==> config.mk <==
export PLATFORM = sky130hd
export DESIGN_NAME = fetch_unit_flat
export DESIGN_NICKNAME = d
export VERILOG_FILES = /design/src/rtl/fetch_if.sv /design/src/rtl/fetch_unit.sv /design/src/flat_wrapper.sv
export SDC_FILE = /design/constraint.sdc
export NUM_CORES = 1
export LEC_CHECK = 0
export ABC_AREA = 1
export BUFFER_PORTS_ARGS = -buffer_cell sky130_fd_sc_hd__buf_4
export CORE_MARGIN = 3
export CORE_UTILIZATION = 25
export CTS_CLUSTER_SIZE = 20
export DETAILED_ROUTE_END_ITERATION = 10
export HOLD_SLACK_MARGIN = 0.08
export PLACE_DENSITY_LB_ADDON = 0.3
export SLEW_MARGIN = 20
export SYNTH_ARGS = -nofsm -noshare
export SYNTH_HDL_FRONTEND = slang
export SYNTH_SLANG_ARGS = --single-unit
==> constraint.sdc <==
create_clock -name Clk -period 5.8 [get_ports Clk]
set_input_delay 0.29 -clock Clk [delete_from_list [all_inputs] [get_ports Clk]]
set_output_delay 0.29 -clock Clk [all_outputs]
set_load 0.05 [all_outputs]
==> src/rtl/fetch_if.sv <==
// fetch_if: fetch stage bus covering control, instruction memory, decoder feedback, jump table and status
interface fetch_if #(parameter int PC_W = 10, parameter int CNT_W = 16);
  logic             Start;
  logic [PC_W-1:0]  ImemAddr;
  logic [8:0]       ImemData;
  logic [8:0]       MachCode;
  logic             MachValid;
  logic             Jen;
  logic             Cond;
  logic [7:0]       Jptr;
  logic             Done;
  logic             LutWe;
  logic [5:0]       LutAddr;
  logic [PC_W-1:0]  LutData;
  logic             Busy;
  logic             Halted;
  logic [CNT_W-1:0] CycleCount;
  modport master (
    input  Start, ImemData, Jen, Cond, Jptr, Done, LutWe, LutAddr, LutData,
    output ImemAddr, MachCode, MachValid, Busy, Halted, CycleCount
  );
  modport slave (
    output Start, ImemData, Jen, Cond, Jptr, Done, LutWe, LutAddr, LutData,
    input  ImemAddr, MachCode, MachValid, Busy, Halted, CycleCount
  );
endinterface

==> src/rtl/fetch_unit.sv <==
// fetch_unit: PC owner with jump-table branches, one-bubble squash on taken branch, halt on Done
module fetch_unit #(
  parameter int PC_W       = 10,
  parameter int PROG_START = 0,
  parameter int CNT_W      = 16
) (
  input logic      Clk,
  input logic      Reset,
  fetch_if.master  bus
);
  typedef enum logic [1:0] {IDLE, PRIME, RUN, HALT} state_t;
  state_t state, state_n;
  logic [PC_W-1:0] addr;
  logic [CNT_W-1:0] cnt;
  logic [PC_W-1:0] lut [64];
  logic squash, valid, done, taken, start_ok, active;
  logic unused;
  assign unused = ^bus.Jptr[7:6];
  always_comb begin
    state_n = state;
    valid = state == RUN && !squash;
    done = valid && bus.Done;
    // Done outranks a simultaneous branch
    taken = valid && bus.Jen && bus.Cond && !bus.Done;
    start_ok = (state == IDLE || state == HALT) && bus.Start;
    active = state == PRIME || state == RUN;
    case (state)
      IDLE:    state_n = bus.Start ? PRIME : IDLE;
      PRIME:   state_n = RUN;
      RUN:     state_n = done ? HALT : RUN;
      default: state_n = bus.Start ? PRIME : HALT;
    endcase
  end
  always_ff @(posedge Clk) begin
    if (Reset) begin
      state <= IDLE;
      addr <= '0;
      cnt <= '0;
      squash <= 1'b0;
    end else begin
      state <= state_n;
      squash <= taken;
      if (start_ok) begin
        addr <= PC_W'(PROG_START);
        cnt <= '0;
      end else if (active) begin
        addr <= taken ? lut[bus.Jptr[5:0]] : done ? addr : addr + 1'b1;
        cnt <= &cnt ? cnt : cnt + 1'b1;
      end
    end
  end
  // Table survives reset; a same-cycle read sees the pre-write entry
  always_ff @(posedge Clk) begin
    if (bus.LutWe) lut[bus.LutAddr] <= bus.LutData;
  end
  assign bus.ImemAddr = addr;
  assign bus.MachCode = bus.ImemData;
  assign bus.MachValid = valid;
  assign bus.Busy = active;
  assign bus.Halted = state == HALT;
  assign bus.CycleCount = cnt;
endmodule

==> src/flat_wrapper.sv <==
// flat-port wrapper written by rule: the top's interface ports become plain ports
module fetch_unit_flat 
#(
  parameter int PC_W       = 10,
  parameter int PROG_START = 0,
  parameter int CNT_W      = 16
)
  (Clk, Reset, bus_Start, bus_ImemData, bus_Jen, bus_Cond, bus_Jptr, bus_Done, bus_LutWe, bus_LutAddr, bus_LutData, bus_ImemAddr, bus_MachCode, bus_MachValid, bus_Busy, bus_Halted, bus_CycleCount);
  fetch_if #(.PC_W(PC_W), .CNT_W(CNT_W)) bus_i ();
  input logic Clk;
  input logic Reset;
  input wire logic [$bits(bus_i.Start)-1:0] bus_Start;
  input wire logic [$bits(bus_i.ImemData)-1:0] bus_ImemData;
  input wire logic [$bits(bus_i.Jen)-1:0] bus_Jen;
  input wire logic [$bits(bus_i.Cond)-1:0] bus_Cond;
  input wire logic [$bits(bus_i.Jptr)-1:0] bus_Jptr;
  input wire logic [$bits(bus_i.Done)-1:0] bus_Done;
  input wire logic [$bits(bus_i.LutWe)-1:0] bus_LutWe;
  input wire logic [$bits(bus_i.LutAddr)-1:0] bus_LutAddr;
  input wire logic [$bits(bus_i.LutData)-1:0] bus_LutData;
  output wire logic [$bits(bus_i.ImemAddr)-1:0] bus_ImemAddr;
  output wire logic [$bits(bus_i.MachCode)-1:0] bus_MachCode;
  output wire logic [$bits(bus_i.MachValid)-1:0] bus_MachValid;
  output wire logic [$bits(bus_i.Busy)-1:0] bus_Busy;
  output wire logic [$bits(bus_i.Halted)-1:0] bus_Halted;
  output wire logic [$bits(bus_i.CycleCount)-1:0] bus_CycleCount;
  assign bus_i.Start = bus_Start;
  assign bus_i.ImemData = bus_ImemData;
  assign bus_i.Jen = bus_Jen;
  assign bus_i.Cond = bus_Cond;
  assign bus_i.Jptr = bus_Jptr;
  assign bus_i.Done = bus_Done;
  assign bus_i.LutWe = bus_LutWe;
  assign bus_i.LutAddr = bus_LutAddr;
  assign bus_i.LutData = bus_LutData;
  assign bus_ImemAddr = bus_i.ImemAddr;
  assign bus_MachCode = bus_i.MachCode;
  assign bus_MachValid = bus_i.MachValid;
  assign bus_Busy = bus_i.Busy;
  assign bus_Halted = bus_i.Halted;
  assign bus_CycleCount = bus_i.CycleCount;
  fetch_unit #(.PC_W(PC_W), .PROG_START(PROG_START), .CNT_W(CNT_W)) u_core (.Clk(Clk), .Reset(Reset), .bus(bus_i));
endmodule
==> flow_metrics.py <==
metrics = {
    "critical_path": {
        "worst-setup-path-type": "in2reg",
        "worstPathMaxFanout": 10,
        "r2r_slack_ns": 3.73,
        "cp_data_required_time_ns": 6.03,
        "crit_path_start_kind": "input port",
        "cp.arrival_ns": 3.23,
        "crit_buf_inv": 3,
        "max_stage_delay_ns": 1.13,
        "r2r_end": "u_core.bus.ImemAddr[3]$_SDFFE_PP0P_",
        "path_delay_family": "simple AND/OR/NAND/NOR gates",
        "critPathCaptureType": "flip-flop",
        "rr_startpoint": "u_core.state[0]$_SDFF_PP0_",
        "r2r_cells": 10,
        "critPathSlowestCell": "nor2_1",
        "path_cells": "dlygate4sd3_1, buf_4, inv_1, nand4_1, nor2_1",
    },
    "clock_network": {
        "clk_pin_slew_ns": 0.06,
        "cts_tree": "yes",
        "cts-htree-levels": 3,
        "clk_latency_ns": 0.64,
        "clock-sinks": 669,
        "cts_buffers": 70,
        "cts_buffer_depth": 3,
        "cts_resized": 0,
        "root_buffer": "clkbuf_16",
    },
    "yosys": {
        "syn_nets": 2477,
        "async_flop_share": 0,
        "yosys.area_share.simple": 0.232,
        "yosysTopAreaCell": "edfxtp_1",
        "yosysSeqAreaShare": 0.713,
        "yosys.area_share.xor_xnor": 0.00221,
        "synth-compound-area-share": 0.00964,
        "synth_ff_type": "edfxtp_1",
        "yosys-top-cells-count": "nand2_1 (813), edfxtp_1 (640), nand3_1 (575)",
        "ys_ff_latch": 669,
        "synthAdderAreaFrac": 0.00225,
        "yosys_warnings": 0,
        "syn_area_um2": 27800,
        "synth_cell_types": 29,
        "syn_avg_cell_area_um2": 11.4,
        "synth_most_common_cell": "nand2_1",
        "netlist_instances": 2432,
        "synth_edf_count": 640,
        "synthDominantCellAreaShare": 0.692,
        "synthMuxAreaShare": 0,
        "synth_top_family_by_area": "simple AND/OR/NAND/NOR gates",
        "synth_area_leaders": "edfxtp_1 (69%), nand2_1 (11%), nand3_1 (10%)",
    },
    "global_routing": {
        "track_usage": 0.126,
        "grt-ovfl-total": 0,
        "grt_pass1_vias": 17000,
        "grt_antenna_before_repair": 3,
        "grt_start_max_net_pins": 195,
        "grt_pass1_wl_mm": 111,
    },
    "timing": {
        "finalSetupViolCount": 0,
        "fin_crit_ns": 3.00,
        "relSlewSlack": 0.269,
        "grt_setup_unrepaired": "no",
        "hold_viol": 0,
        "fmax_mhz": 333,
        "finalMaxSlewViolations": 0,
        "skew_ns": 0.0360,
        "tightestPinTransition_ns": 1.09,
        "period_share": 0.518,
        "fin_ws_ns": 2.80,
        "finalSetupTns_ns": 0,
    },
    "routing": {
        "num_vias": 17700,
        "avgRoutedWirePerCell_um": 18.8,
        "drc_errors": 0,
        "drtAntennaViolNets": 0,
        "viasPerCell": 4.46,
        "drt_pass1_iterations": 7,
        "drt_iter0_drc": 1525,
        "totalWireLength_mm": 74.4,
    },
    "final_layout": {
        "regArea_um2": 19800,
        "drive_gt1_frac": 0.0807,
        "fillers": 11300,
        "fin_nets": 2483,
        "antenna_cells": 0,
        "post_layout_nonfiller_instances": 3968,
        "areaGrowthSynthToFinish_pct": 14.0,
        "multi_input_area_um2": 6920,
    },
    "place": {
        "io_buffers": 57,
        "post-place-ws_ns": 2.28,
        "placed_cells": 3835,
        "dp_hpwl_mm": 39.3,
        "place.gp.congestion": 0.752,
    },
    "floorplan": {
        "die_area_um2": 115000,
        "core_area_um2": 110000,
        "chipWidth_um": 339,
        "start_util": 0.253,
        "die_h_um": 339,
        "rows": 121,
        "io-pin-count": 78,
    },
    "run_status": {
        "status": "finished, final reports clean",
    },
    "hold_path": {
        "hold_depth": 1,
        "min_path_type": "in2reg",
        "holdPathEnd": "u_core.lut[19][7]$_DFFE_PP_",
        "min_from": "bus_LutData[7]",
    },
    "pwr": {
        "p_leak_nw": 10.9,
        "ir_worst_vdd_uv": 243,
        "powerDensity_nw_per_um2": 335,
    },
    "job": {
        "max_cap_violations": 0,
    },
}
-- worst max path at each step --
stage / from / end / slack [ns] / depth (start not counted)
after floorplan: bus_LutWe / u_core.lut[48][0]$_DFFE_PP_ / 3.55 / 3
after global placement: bus_Jptr[0] / u_core.bus.ImemAddr[2]$_SDFFE_PP0P_ / 2.26 / 13
after CTS: bus_LutAddr[2] / u_core.lut[11][3]$_DFFE_PP_ / 2.86 / 5
after global routing: bus_Jptr[0] / u_core.bus.ImemAddr[2]$_SDFFE_PP0P_ / 2.54 / 13
final: bus_LutAddr[2] / u_core.lut[3][0]$_DFFE_PP_ / 2.80 / 5
after detailed placement: bus_Jptr[0] / u_core.bus.ImemAddr[2]$_SDFFE_PP0P_ / 2.28 / 13
-- placed cells by master, fill, tap and decap left out, drive strengths merged --
master,Yosys,final
nor3,10,10
a21oi,30,30
buf,131,81
clkinv,1,36
a21boi,1,1
ha,5,5
inv,40,39
dfxtp,29,29
and3,3,3
xnor2,3,3
dlygate4sd3,0,7
clkbuf,23,88
o21ai,19,19
nor4,9,9
edfxtp,640,640
xor2,4,4
nand3,575,575
bufinv,0,4
nand4,12,12
a211oi,1,1
o21bai,1,1
nor2,81,81
nand2,814,814
-- cells by family after synthesis --
logic type,count (synthesis)
compound gates,52
fa+ha+maj,5
xor+xnor,7
simple gates,1504
buf+inv,195
flops,669
-- worst register-to-register path, cell delays in order, from the launching register on --
cell	delay, ns
dfxtp_1	0.31
inv_1	0.08
ha_1	0.14
inv_1	0.03
nor2_1	0.13
and3_1	0.61
inv_1	0.29
o21ai_0	0.15
a21oi_1	0.06
nor2_1	0.09
a21oi_1	0.07
-- what timing repair did --
action / CTS / global route
hold endpoints to repair: 15 / 0
hold buffers: 7 / 0
setup buffers: 0 / 0
-- through the flow --
step                cell area, um^2  power, W  hold slack (ns)   util
global route                  31700    0.0110            0.252  0.289
global placement              29300   0.00627            0.482  0.268
floorplan                     27800   0.00599            0.359      -
finish                        31700    0.0106            0.243  0.289
detailed placement            29300   0.00627            0.484  0.268
CTS                           31700    0.0107            0.232  0.289
-- flip-flops by register name (all words and copies together), names as in the netlist --
register / count
u_core.state: 2
u_core.lut: 640
u_core.bus.CycleCount: 16
u_core.bus.ImemAddr: 10
u_core.squash: 1
-- layer usage --
| metal | global-route usage | routed length, um | vias up |
|---|---|---|---|
| met5 | 0 | 45 | - |
| met4 | 0.0354 | 1420 | 6 |
| met3 | 0.0241 | 3670 | 93 |
| met2 | 0.198 | 34200 | 388 |
| met1 | 0.178 | 35200 | 8651 |
| li1 | - | - | 8551 |
-- power by group --
part           internal (W)  switching [W]  leakage [nW]
Combinational      0.000197       0.000609          3.86
Clock               0.00250        0.00192          1.09
Sequential          0.00534      0.0000274          5.99
Total               0.00804        0.00256          10.9
-- area by class of cell --
class,instances,area share
clock buffer,88,0.0595
sequential,669,0.625
tap,1476,0.0583
clock inverter,38,0.0111
multi-input combinational,1568,0.218
timing repair buffer,88,0.0222
inverter,41,0.00549
Power figures use the tool's default switching activity.
